File: src/rtl/memory_bus_arbiter_if.sv
// Signal bundle between the arbiter, the two pipeline stages (IF/MEM) and the shared memory bus.
// slave is the arbiter's view; master is the view of the surrounding cpu/memory.
interface memory_bus_arbiter_if;
  logic        if_request;
  logic [31:0] if_address;
  logic [31:0] if_data;
  logic        if_ready;
  logic        mem_request;
  logic        mem_write;
  logic [3:0]  mem_select;
  logic [31:0] mem_address;
  logic [31:0] mem_write_data;
  logic [31:0] mem_read_data;
  logic        mem_ready;
  logic        bus_request;
  logic        bus_write;
  logic [3:0]  bus_select;
  logic [31:0] bus_address;
  logic [31:0] bus_write_data;
  logic [31:0] bus_read_data;
  logic        bus_ready;
  logic        bus_error;
  logic        stall_request;

  modport slave (
    input  if_request, if_address, mem_request, mem_write, mem_select, mem_address,
           mem_write_data, bus_read_data, bus_ready,
    output if_data, if_ready, mem_read_data, mem_ready, bus_request, bus_write,
           bus_select, bus_address, bus_write_data, bus_error, stall_request
  );

  modport master (
    output if_request, if_address, mem_request, mem_write, mem_select, mem_address,
           mem_write_data, bus_read_data, bus_ready,
    input  if_data, if_ready, mem_read_data, mem_ready, bus_request, bus_write,
           bus_select, bus_address, bus_write_data, bus_error, stall_request
  );
endinterface

File: src/rtl/memory_bus_arbiter.sv
// Shares one single-port memory bus between instruction fetch and load/store, with
// MEM priority, IF anti-starvation, bus timeout and one-cycle ready pulses.
module memory_bus_arbiter #(
  parameter int STARVE_LIMIT = 2,
  parameter int TIMEOUT      = 16
) (
  input logic                 clock,
  input logic                 reset,
  memory_bus_arbiter_if.slave bus
);
  localparam int SW = (STARVE_LIMIT < 2) ? 1 : $clog2(STARVE_LIMIT + 1);
  localparam int TW = (TIMEOUT < 3) ? 1 : $clog2(TIMEOUT);

  typedef enum logic [1:0] {IDLE, GRANT_IF, GRANT_MEM} state_t;

  state_t        r_state;
  logic [SW-1:0] r_starve;
  logic [TW-1:0] r_tmo;
  logic [31:0]   r_if_data, r_mem_read_data, r_bus_address, r_bus_write_data;
  logic [3:0]    r_bus_select;
  logic          r_if_ready, r_mem_ready, r_bus_request, r_bus_write, r_bus_error;

  logic w_quiet, w_if_win, w_grant, w_done;

  // The ready-pulse cycle never grants, so a request still held during its own pulse is not re-taken.
  assign w_quiet  = r_if_ready | r_mem_ready;
  assign w_if_win = bus.if_request & (~bus.mem_request | (r_starve == SW'(STARVE_LIMIT)));
  assign w_grant  = ~w_quiet & (w_if_win | bus.mem_request);
  assign w_done   = bus.bus_ready | (r_tmo == TW'(TIMEOUT - 1));

  always_ff @(posedge clock or negedge reset) begin
    if (!reset) begin
      r_state          <= IDLE;
      r_starve         <= '0;
      r_tmo            <= '0;
      r_if_data        <= '0;
      r_if_ready       <= 1'b0;
      r_mem_read_data  <= '0;
      r_mem_ready      <= 1'b0;
      r_bus_request    <= 1'b0;
      r_bus_write      <= 1'b0;
      r_bus_select     <= '0;
      r_bus_address    <= '0;
      r_bus_write_data <= '0;
      r_bus_error      <= 1'b0;
    end else begin
      r_if_ready  <= 1'b0;
      r_mem_ready <= 1'b0;
      r_bus_error <= 1'b0;
      case (r_state)
        IDLE: if (w_grant) begin
          r_bus_request <= 1'b1;
          r_tmo         <= '0;
          if (w_if_win) begin
            r_state          <= GRANT_IF;
            r_bus_write      <= 1'b0;
            r_bus_select     <= 4'hF;
            r_bus_address    <= bus.if_address;
            r_bus_write_data <= '0;
            r_starve         <= '0;
          end else begin
            r_state          <= GRANT_MEM;
            r_bus_write      <= bus.mem_write;
            r_bus_select     <= bus.mem_select;
            r_bus_address    <= bus.mem_address;
            r_bus_write_data <= bus.mem_write_data;
            if (bus.if_request && r_starve != SW'(STARVE_LIMIT))
              r_starve <= r_starve + SW'(1);
          end
        end
        GRANT_IF, GRANT_MEM: begin
          if (w_done) begin
            r_state          <= IDLE;
            r_bus_request    <= 1'b0;
            r_bus_write      <= 1'b0;
            r_bus_select     <= '0;
            r_bus_address    <= '0;
            r_bus_write_data <= '0;
            r_bus_error      <= ~bus.bus_ready;
            if (r_state == GRANT_IF) begin
              r_if_ready <= 1'b1;
              r_if_data  <= bus.bus_ready ? bus.bus_read_data : 32'h0;
            end else begin
              r_mem_ready <= 1'b1;
              if (!bus.bus_ready)
                r_mem_read_data <= '0;
              else if (!r_bus_write)
                r_mem_read_data <= bus.bus_read_data;
            end
          end else begin
            r_tmo <= r_tmo + TW'(1);
          end
        end
        default: r_state <= IDLE;
      endcase
    end
  end

  assign bus.if_data        = r_if_data;
  assign bus.if_ready       = r_if_ready;
  assign bus.mem_read_data  = r_mem_read_data;
  assign bus.mem_ready      = r_mem_ready;
  assign bus.bus_request    = r_bus_request;
  assign bus.bus_write      = r_bus_write;
  assign bus.bus_select     = r_bus_select;
  assign bus.bus_address    = r_bus_address;
  assign bus.bus_write_data = r_bus_write_data;
  assign bus.bus_error      = r_bus_error;
  assign bus.stall_request  = (bus.if_request & ~r_if_ready) | (bus.mem_request & ~r_mem_ready);
endmodule
File: src/flat_wrapper.sv
// flat-port wrapper written by rule: the top's interface ports become plain ports
module memory_bus_arbiter_flat 
#(
  parameter int STARVE_LIMIT = 2,
  parameter int TIMEOUT      = 16
)
  (clock, reset, bus_if_request, bus_if_address, bus_mem_request, bus_mem_write, bus_mem_select, bus_mem_address, bus_mem_write_data, bus_bus_read_data, bus_bus_ready, bus_if_data, bus_if_ready, bus_mem_read_data, bus_mem_ready, bus_bus_request, bus_bus_write, bus_bus_select, bus_bus_address, bus_bus_write_data, bus_bus_error, bus_stall_request);
  memory_bus_arbiter_if bus_i ();
  input logic clock;
  input logic reset;
  input wire logic [$bits(bus_i.if_request)-1:0] bus_if_request;
  input wire logic [$bits(bus_i.if_address)-1:0] bus_if_address;
  input wire logic [$bits(bus_i.mem_request)-1:0] bus_mem_request;
  input wire logic [$bits(bus_i.mem_write)-1:0] bus_mem_write;
  input wire logic [$bits(bus_i.mem_select)-1:0] bus_mem_select;
  input wire logic [$bits(bus_i.mem_address)-1:0] bus_mem_address;
  input wire logic [$bits(bus_i.mem_write_data)-1:0] bus_mem_write_data;
  input wire logic [$bits(bus_i.bus_read_data)-1:0] bus_bus_read_data;
  input wire logic [$bits(bus_i.bus_ready)-1:0] bus_bus_ready;
  output wire logic [$bits(bus_i.if_data)-1:0] bus_if_data;
  output wire logic [$bits(bus_i.if_ready)-1:0] bus_if_ready;
  output wire logic [$bits(bus_i.mem_read_data)-1:0] bus_mem_read_data;
  output wire logic [$bits(bus_i.mem_ready)-1:0] bus_mem_ready;
  output wire logic [$bits(bus_i.bus_request)-1:0] bus_bus_request;
  output wire logic [$bits(bus_i.bus_write)-1:0] bus_bus_write;
  output wire logic [$bits(bus_i.bus_select)-1:0] bus_bus_select;
  output wire logic [$bits(bus_i.bus_address)-1:0] bus_bus_address;
  output wire logic [$bits(bus_i.bus_write_data)-1:0] bus_bus_write_data;
  output wire logic [$bits(bus_i.bus_error)-1:0] bus_bus_error;
  output wire logic [$bits(bus_i.stall_request)-1:0] bus_stall_request;
  assign bus_i.if_request = bus_if_request;
  assign bus_i.if_address = bus_if_address;
  assign bus_i.mem_request = bus_mem_request;
  assign bus_i.mem_write = bus_mem_write;
  assign bus_i.mem_select = bus_mem_select;
  assign bus_i.mem_address = bus_mem_address;
  assign bus_i.mem_write_data = bus_mem_write_data;
  assign bus_i.bus_read_data = bus_bus_read_data;
  assign bus_i.bus_ready = bus_bus_ready;
  assign bus_if_data = bus_i.if_data;
  assign bus_if_ready = bus_i.if_ready;
  assign bus_mem_read_data = bus_i.mem_read_data;
  assign bus_mem_ready = bus_i.mem_ready;
  assign bus_bus_request = bus_i.bus_request;
  assign bus_bus_write = bus_i.bus_write;
  assign bus_bus_select = bus_i.bus_select;
  assign bus_bus_address = bus_i.bus_address;
  assign bus_bus_write_data = bus_i.bus_write_data;
  assign bus_bus_error = bus_i.bus_error;
  assign bus_stall_request = bus_i.stall_request;
  memory_bus_arbiter #(.STARVE_LIMIT(STARVE_LIMIT), .TIMEOUT(TIMEOUT)) u_core (.clock(clock), .reset(reset), .bus(bus_i));
endmodule
File: config.mk
export PLATFORM = sky130hd
export DESIGN_NAME = memory_bus_arbiter_flat
export DESIGN_NICKNAME = d
export VERILOG_FILES = /design/src/rtl/memory_bus_arbiter_if.sv /design/src/rtl/memory_bus_arbiter.sv /design/src/flat_wrapper.sv
export SDC_FILE = /design/constraint.sdc
export NUM_CORES = 1
export LEC_CHECK = 0
export CORE_ASPECT_RATIO = 0.7
export CORE_UTILIZATION = 41
export CTS_CLUSTER_SIZE = 40
export DETAILED_ROUTE_END_ITERATION = 16
export PLACE_DENSITY = 0.8
export SLEW_MARGIN = 10
export SYNTH_ARGS = -nofsm -noshare
export SYNTH_HDL_FRONTEND = slang
export SYNTH_SLANG_ARGS = --single-unit
File: constraint.sdc
create_clock -name clock -period 2.3 [get_ports clock]
set_input_delay 0.345 -clock clock [delete_from_list [all_inputs] [get_ports clock]]
set_output_delay 0.345 -clock clock [all_outputs]
set_load 0.005 [all_outputs]
Yosys cells after proc, flatten, opt, wreduce, memory -nomap -nowiden
Cells that the tools add are included.

Register bits: 145. Input port bits: 138. Word-level logic and storage cells: 87.

Add/sub/neg operators: 2. Eq/ne operators: 9. Mux-type cells: 37. Bitwise gates (word level): 15. Reduce and logical (&&, ||, !) cells: 11.

Operator list (count): $mux W32 (8); $pmux W32 S2 (2); $mux W4 (5); $pmux W4 S2 (2); $mux W1 (12); $reduce_and A3 Y1 (4); $mux W2 (5); $ne A2 B2 Y1 const B (3); $not A1 Y1 (6); $or A1 B1 Y1 (5); $add A4 B1 Y4 const B (1); $and A1 B1 Y1 (4); $eq A2 B2 Y1 const B (2); $eq A4 B4 Y1 const B (1); $ne A2 B1 Y1 const B (2); $pmux W1 S2 (2); $pmux W2 S2 (1); $reduce_and A4 Y1 (1); $reduce_bool A2 Y1 (2); $add A2 B1 Y2 const B (1); $eq A2 B1 Y1 const B (1); $logic_not A2 Y1 (1); $reduce_and A2 Y1 (1); $reduce_or A2 Y1 (1); $logic_and A1 B1 Y1 (1).

Logic depth before layout (Yosys ltp)
Gate-level depths: netlist of run 1.

Depth after elaboration: 7. Mapped depth: 9. Depth with buffers taken out: 6.

Worst setup path after synthesis of run 1
No wires, ideal clock.

Path kind: flip-flop to flip-flop. Start: register u_core.r_state[0]. End: register u_core.r_mem_read_data[10], in the netlist u_core.bus.mem_read_data[10]. Library setup time: 121 ps. Arrival: 1831 ps. Slack: 348 ps. Stages on the path, launching flop included: 9. Buffers on the path: 2. Path through: dfrtp_1 -> inv_1 -> ha_1 -> nand2b_1 -> nand2b_1 -> a21o_1 -> clkbuf_1 -> buf_2 -> a22o_1.

Word-level cells in the longest chain between the ends: 3. Elaborated cells on any way between the ends: 5. Those cells by class: eq/ne (2); bitwise (1); reduce/logical (2).

Ends and longest elaborated chain: start: declaration (RTL line memory_bus_arbiter.sv:16) `state_t r_state;`; start signal: assignment (RTL line memory_bus_arbiter.sv:33) `r_state <= IDLE;`; start signal: assignment (RTL line memory_bus_arbiter.sv:55) `r_state <= GRANT_IF;`; start signal: assignment (RTL line memory_bus_arbiter.sv:62) `r_state <= GRANT_MEM;`; $eq A2 B2 Y1 or $eq A2 B1 Y1 (tied branches) (RTL line memory_bus_arbiter.sv:50, memory_bus_arbiter.sv:80); $reduce_or A2 Y1 or $not A1 Y1 (tied branches); $reduce_and A4 Y1 (no line) (*); end signal: assignment (RTL line memory_bus_arbiter.sv:88) `r_mem_read_data <= bus.bus_read_data;`; end: declaration (RTL line memory_bus_arbiter.sv:19) `logic [31:0] r_if_data, r_mem_read_data, r_bus_address, r_bus_write_data;`.

Mark *: on every way between the ends. The rest lies on a longest branch, timed or not. A chain may end at the register's enable or synchronous reset.

Worst setup path after layout of run 1
Start: register u_core.r_state[0]. End: register u_core.r_bus_write_data[16], in the netlist u_core.bus.bus_write_data[16].

Word-level cells in the longest chain between the ends: 4. Elaborated cells on any way between the ends: 9. Those cells by class: eq/ne (4); mux (1); reduce/logical (4).

Ends and longest elaborated chain: $eq A2 B2 Y1 or $eq A2 B1 Y1 (tied branches) (RTL line memory_bus_arbiter.sv:50) `case (r_state)`; $reduce_or A2 Y1 (RTL line memory_bus_arbiter.sv:50); $ne A2 B1 Y1 (no line) or $reduce_bool A2 Y1 (tied branches); $reduce_and A3 Y1 (no line); end signal: assignment (RTL line memory_bus_arbiter.sv:66) `r_bus_write_data <= bus.mem_write_data;`; end: declaration (RTL line memory_bus_arbiter.sv:19).

Several ways; a longest one is shown, not always the timed one.

==> impl_metrics.toml, run 1 <==
[synthesis]
ys_ff_latch = 145
synthArstFlopShare_pct = 100
yosysUniqueCellTypes = 33
ys.flop_type = "dfrtp_1"
yosys_warnings = 0
synth_most_common_cell = "dfrtp_1"
syn_area_mm2 = 0.00579
syn-num-nets = 569
yosys.area.top_type = "dfrtp_1"
ys_top_cells_by_count = "dfrtp_1, a22o_1, o2bb2ai_1"
yosys.area.top_type_share_pct = 62.6
synthCells = 425
synth_enable_flop_cells = 0
synth_area_leaders = "dfrtp_1, a22o_1, mux2i_1"
synth.avg_cell_area_um2 = 13.6
seq_area_frac_synth_pct = 62.6

[sta]
fin_skew_ps = 9.20
layout_min_cycle_time_ps = 2170
fin_crit_sh_pct = 94.2
rsz0062_at_grt = "no"
hold_violations = 0
tns_ps = 0
tightest_slew_ps = 580
setup_viol = 0
max_freq_ghz = 0.462
slew_headroom_pct = 61.4
slew_viol_final = 0

[setup_path]
crit_family = "simple AND/OR/NAND/NOR gates"
start_kind = "flip-flop"
crit_slowest_cell = "or3_2"
path_cells = "inv_1 -> ha_1 -> nand2b_1 -> nor2_1 -> or3_2 -> buf_4 -> a22o_1"
criticalPathCategory = "flip-flop to flip-flop"
path_buf_inv = 2
path_max_fanout = 23
reg2reg_slack_ps = 130
crit_arrival_ps = 2450
cp-end-kind = "flip-flop"
critPathMaxStageDelay_ps = 490
required_ps = 2590

[cells_and_area]
seq_area_mm2 = 0.00363
final_cells = 901
fin_nets = 848
final_core_util_pct = 70.2
final_area_mm2 = 0.00947
multi_input_area_mm2 = 0.00197
area_growth_pct = 63.4
diodes = 0
nFillCells = 966
layout-drive-gt1-share_pct = 7.82

[cts]
cts.clk_slew.worst_paths_ps = 70
clockBufferDepth = 2
insertion_delay_ps = 410
clkSinkCount = 145
root_buffer = "clkbuf_16"
post_cts_resized = 0
cts_buffers = 17
cts_tree = "done"
htreeDepth = 4

[placed_design]
place.gp.congestion = 0.798
place_area_mm2 = 0.00882
dp_cells = 869
dp_hpwl_um = 12200
portBuffers = 275

[floorplan]
die_w_um = 144
fp.coreArea_mm2 = 0.0135
die_h_um = 101
start_util_pct = 42.9
dieArea_mm2 = 0.0146
ioPinCount = 276
num_rows = 35

[routing]
drc = 0
drt_first_pass_iters = 5
ant_nets = 0
drtIter0Drc = 254
routedWlPerCell_um = 19.2
wl_met1_um = 7400
top_layer = "met4"
met2WireLength_um = 8170
num_vias = 4834
vias_per_cell = 5.37
wl_met3_um = 1420
wl_um = 17300

[power]
internal_power_w = 0.00892
seq_power_share_pct = 33.9
p_sw_w = 0.00405
power_density_mw_per_mm2 = 1370
p_leak_nw = 4.27
ir_worst_vdd_mv = 0.704
clkPwrFrac_pct = 22.9
netSwitchingFraction_pct = 31.3
pwr-share-comb_pct = 43.2

[global_routing]
grt_max_degree = 62
grt_first_pass_wirelength_um = 26500
grt_overflow = 0
antenna_found_initial = 0
first_global_vias = 4855
track_usage_pct = 23.7

[min_path]
hp-class = "input pin to asynchronous set/reset pin"

[status]
status = "finished, final reports clean"

[flow_run]
maxCapViolations = 0
## through the flow
step / hold slack (ps) / power (W) / setup WS [ps]
5_1_grt: 502 / 0.0137 / 5.87
2_1_floorplan: 49.4 / 0.00678 / 348
6_report: 478 / 0.0130 / 133
4_1_cts: 491 / 0.0131 / 156
3_3_place_gp: 355 / 0.00982 / 65.8
3_5_place_dp: 368 / 0.0100 / 31.1
## cell families after synthesis
group | synth area share [%]
adders and majority gates | 1.30
and+or+nand+nor | 3.65
DFF | 62.6
AOI/OAI and AO/OA | 23.5
buffers and inverters | 3.41
muxes | 5.53
## cell usage in the layout, fill, tap and decap left out, types with 2 or more instances in the layout
cell type and instances:
mux2i_1 32, ha_1 6, nand2b_1 5, and3_1 2, buf_12 5, clkbuf_16 17
o21ai_0 7, nor2_1 12, buf_4 15, and2_1 3, clkdlybuf4s50_1 274, inv_6 5
a21o_1 2, a22o_1 102, clkinv_4 3, inv_1 6, dfrtp_1 145, nand3_1 3
nand2_1 6, a21oi_1 4, o2bb2ai_1 36, o31ai_1 4, bufinv_16 4
## per-layer routing
metal,vias up,global-route usage [%]
met2,231,37.8
met3,19,7.19
met4,0,7.20
li1,2181,-
met5,-,0
met1,2403,31.4
## area by class of cell
type	count	share of cell area, %
clock buffer	18	4.64
clock inverter	13	2.09
inverter	6	0.238
multi-input combinational	238	20.8
sequential	145	38.3
tap	185	2.45
timing repair buffer	296	31.4
## state kept, by name, indices dropped and copies added, names as in the netlist
signal,flops
u_core.bus.bus_address,32
u_core.bus.bus_error,1
u_core.bus.bus_request,1
u_core.bus.bus_select,4
u_core.bus.bus_write,1
u_core.bus.bus_write_data,32
u_core.bus.if_data,32
u_core.bus.if_ready,1
u_core.bus.mem_read_data,32
u_core.bus.mem_ready,1
u_core.r_starve,2
u_core.r_state,2
u_core.r_tmo,4
## repair_timing
item,in CTS,in global routing
hold buffers,1,0
endpoints found under the hold margin,59,0
setup buffers,0,0
## worst paths after layout
check,endpoint,cells after the start,startpoint
max,u_core.bus.bus_write_data[16],7,u_core.r_state[0]
max reg2reg,u_core.bus.bus_write_data[16],7,u_core.r_state[0]
max in group asynchronous,u_core.bus.if_data[28],3,reset
min,u_core.bus.mem_read_data[15],2,reset
min in group clock,u_core.bus.bus_address[4],1,u_core.bus.bus_address[4]
min reg2reg,u_core.bus.bus_address[4],1,u_core.bus.bus_address[4]
## power groups by stage
stage                     clock network (W)  registers (W)  logic (W)
after global routing                0.00315        0.00452    0.00603
after floorplan                           0        0.00438    0.00240
after CTS                           0.00302        0.00439    0.00567
final                               0.00297        0.00439    0.00560
after detailed placement                  0        0.00438    0.00564
after global placement                    0        0.00436    0.00546
No activity file was read; power rests on OpenSTA's default activity.
==> run 2: changes to the inputs <==
CORE_ASPECT_RATIO = 1.1   (was 0.7)
==> impl_metrics.toml, run 2 (synthesis gave the netlist of run 1 again) <==
[status]
status = "finished, final reports clean"

[min_path]
hp-class = "input pin to asynchronous set/reset pin"

[floorplan]
fp.coreArea_mm2 = 0.0138
ioPinCount = 276
start_util_pct = 42.0
num_rows = 45
dieArea_mm2 = 0.0146
die_h_um = 127
die_w_um = 115

[setup_path]
r2r-end = "u_core.bus.bus_write_data[25]"
cp-end-kind = "flip-flop"
reg2reg_slack_ps = 130
critPathCapture = "u_core.bus.bus_write_data[25]"
required_ps = 2590
crit_arrival_ps = 2460
path_max_fanout = 69
startpoint = "u_core.r_state[0]"
rr_worst_depth = 7
start_kind = "flip-flop"
worstReg2RegStart = "u_core.r_state[0]"
criticalPathCategory = "flip-flop to flip-flop"

[cts]
htreeDepth = 4
clkSinkCount = 145
clockBufferDepth = 2
post_cts_buffers = 0
insertion_delay_ps = 420
cts_tree = "done"
cts_buffers = 17
root_buffer = "clkbuf_16"
cts.clk_slew.worst_paths_ps = 60

[sta]
tightest_slew_ps = 530
slew_headroom_pct = 64.6
max_freq_ghz = 0.462
hold_violations = 0
fin_skew_ps = 14.5
setup_viol = 0
tns_ps = 0
fin_crit_sh_pct = 94.2
rsz0062_at_grt = "no"
slew_viol_final = 0
layout_min_cycle_time_ps = 2170

[cells_and_area]
area_growth_pct = 64.3
layout-drive-gt1-share_pct = 7.70
fin_nets = 846
diodes = 0
final_common_cell = "clkdlybuf4s50_1"
nFillCells = 974
final_cell_mix = "clkdlybuf4s50_1, dfrtp_1, a22o_1, o2bb2ai_1, mux2i_1"
final_cells = 902

[routing]
ant_nets = 0
drt_first_pass_iters = 4
num_vias = 4869
vias_per_cell = 5.40
routedWlPerCell_um = 19.7
drtIter0Drc = 208
drc = 0
wl_um = 17800

[global_routing]
grt_first_pass_wirelength_um = 27600
grt_max_degree = 70
grt_overflow = 0
track_usage_pct = 25.2
antenna_found_initial = 0
first_global_vias = 5110

[placed_design]
dp_cells = 870
portBuffers = 275
dp_hpwl_um = 12800
place.gp.congestion = 0.863

[flow_run]
maxCapViolations = 0

[power]
p_leak_nw = 4.29
power_density_mw_per_mm2 = 1380
ir_worst_vdd_mv = 0.866
## run 2: cell count changes in the layout (fill, tap and decap cells not counted), sizes merged
cell,change
clkbuf,+5
buf,-2
clkinvlp,-1
inv,-5
bufinv,+2
clkinv,-1
## run 2: critical path, stage by stage (launching register included)
cell,delay (ps)
dfrtp_2,400
inv_1,50
ha_1,380
nand2b_1,160
nor2_1,110
or3_2,450
buf_12,210
a22o_1,230
## run 2: worst min-delay path by stage
stage	cells past startpoint	slack (ps)	start	end
finish	2	420	reset	u_core.bus.mem_read_data[14]
global route	2	440	reset	u_core.bus.mem_read_data[14]
CTS	2	430	reset	u_core.bus.mem_read_data[14]
detailed placement	1	300	reset	u_core.bus.mem_read_data[14]
global placement	1	300	reset	u_core.bus.mem_read_data[9]
floorplan	0	50	reset	u_core.bus.bus_address[0]
## run 2: stage by stage
stage	hold WS, ps	util (%)	setup WS, ps	power, W	cell area (µm²)
after floorplan	49.4	-	348	0.00678	5790
after CTS	427	69.0	4.55	0.0132	9510
after detailed placement	303	63.8	7.59	0.00997	8810
final	415	69.0	134	0.0132	9520
after global placement	303	63.8	92.3	0.00978	8810
after global routing	444	69.0	28.2	0.0139	9520
## run 2: per-layer routing
metal	vias up	wire length (µm)	global-route usage, %
li1	2172	-	-
met1	2400	6730	28.3
met2	264	8520	41.5
met3	33	1980	10.1
met4	0	573	11.6
met5	-	0	0
## run 2: timing repair
| action | 4_1_cts | 5_1_grt |
|---|---|---|
| hold buffers | 1 | 0 |
| hold endpoints to repair | 43 | 0 |
| endpoints found under the setup margin | 0 | 43 |
| gates resized for setup | 0 | 2 |
## run 2: area by class of cell
type	count	area (µm²)	area share (%)
clock buffer	23	498	5.23
clock inverter	8	198	2.08
inverter	6	22.5	0.237
multi-input combinational	238	1970	20.7
sequential	145	3630	38.1
tap	188	235	2.47
timing repair buffer	294	2960	31.1
## run 2: where the power goes
| group | internal (W) | leakage (nW) | switching (W) |
|---|---|---|---|
| sequential | 0.00368 | 1.83 | 0.000713 |
| combinational | 0.00332 | 2.12 | 0.00224 |
| clock | 0.00218 | 0.340 | 0.00102 |
| total | 0.00918 | 4.29 | 0.00397 |
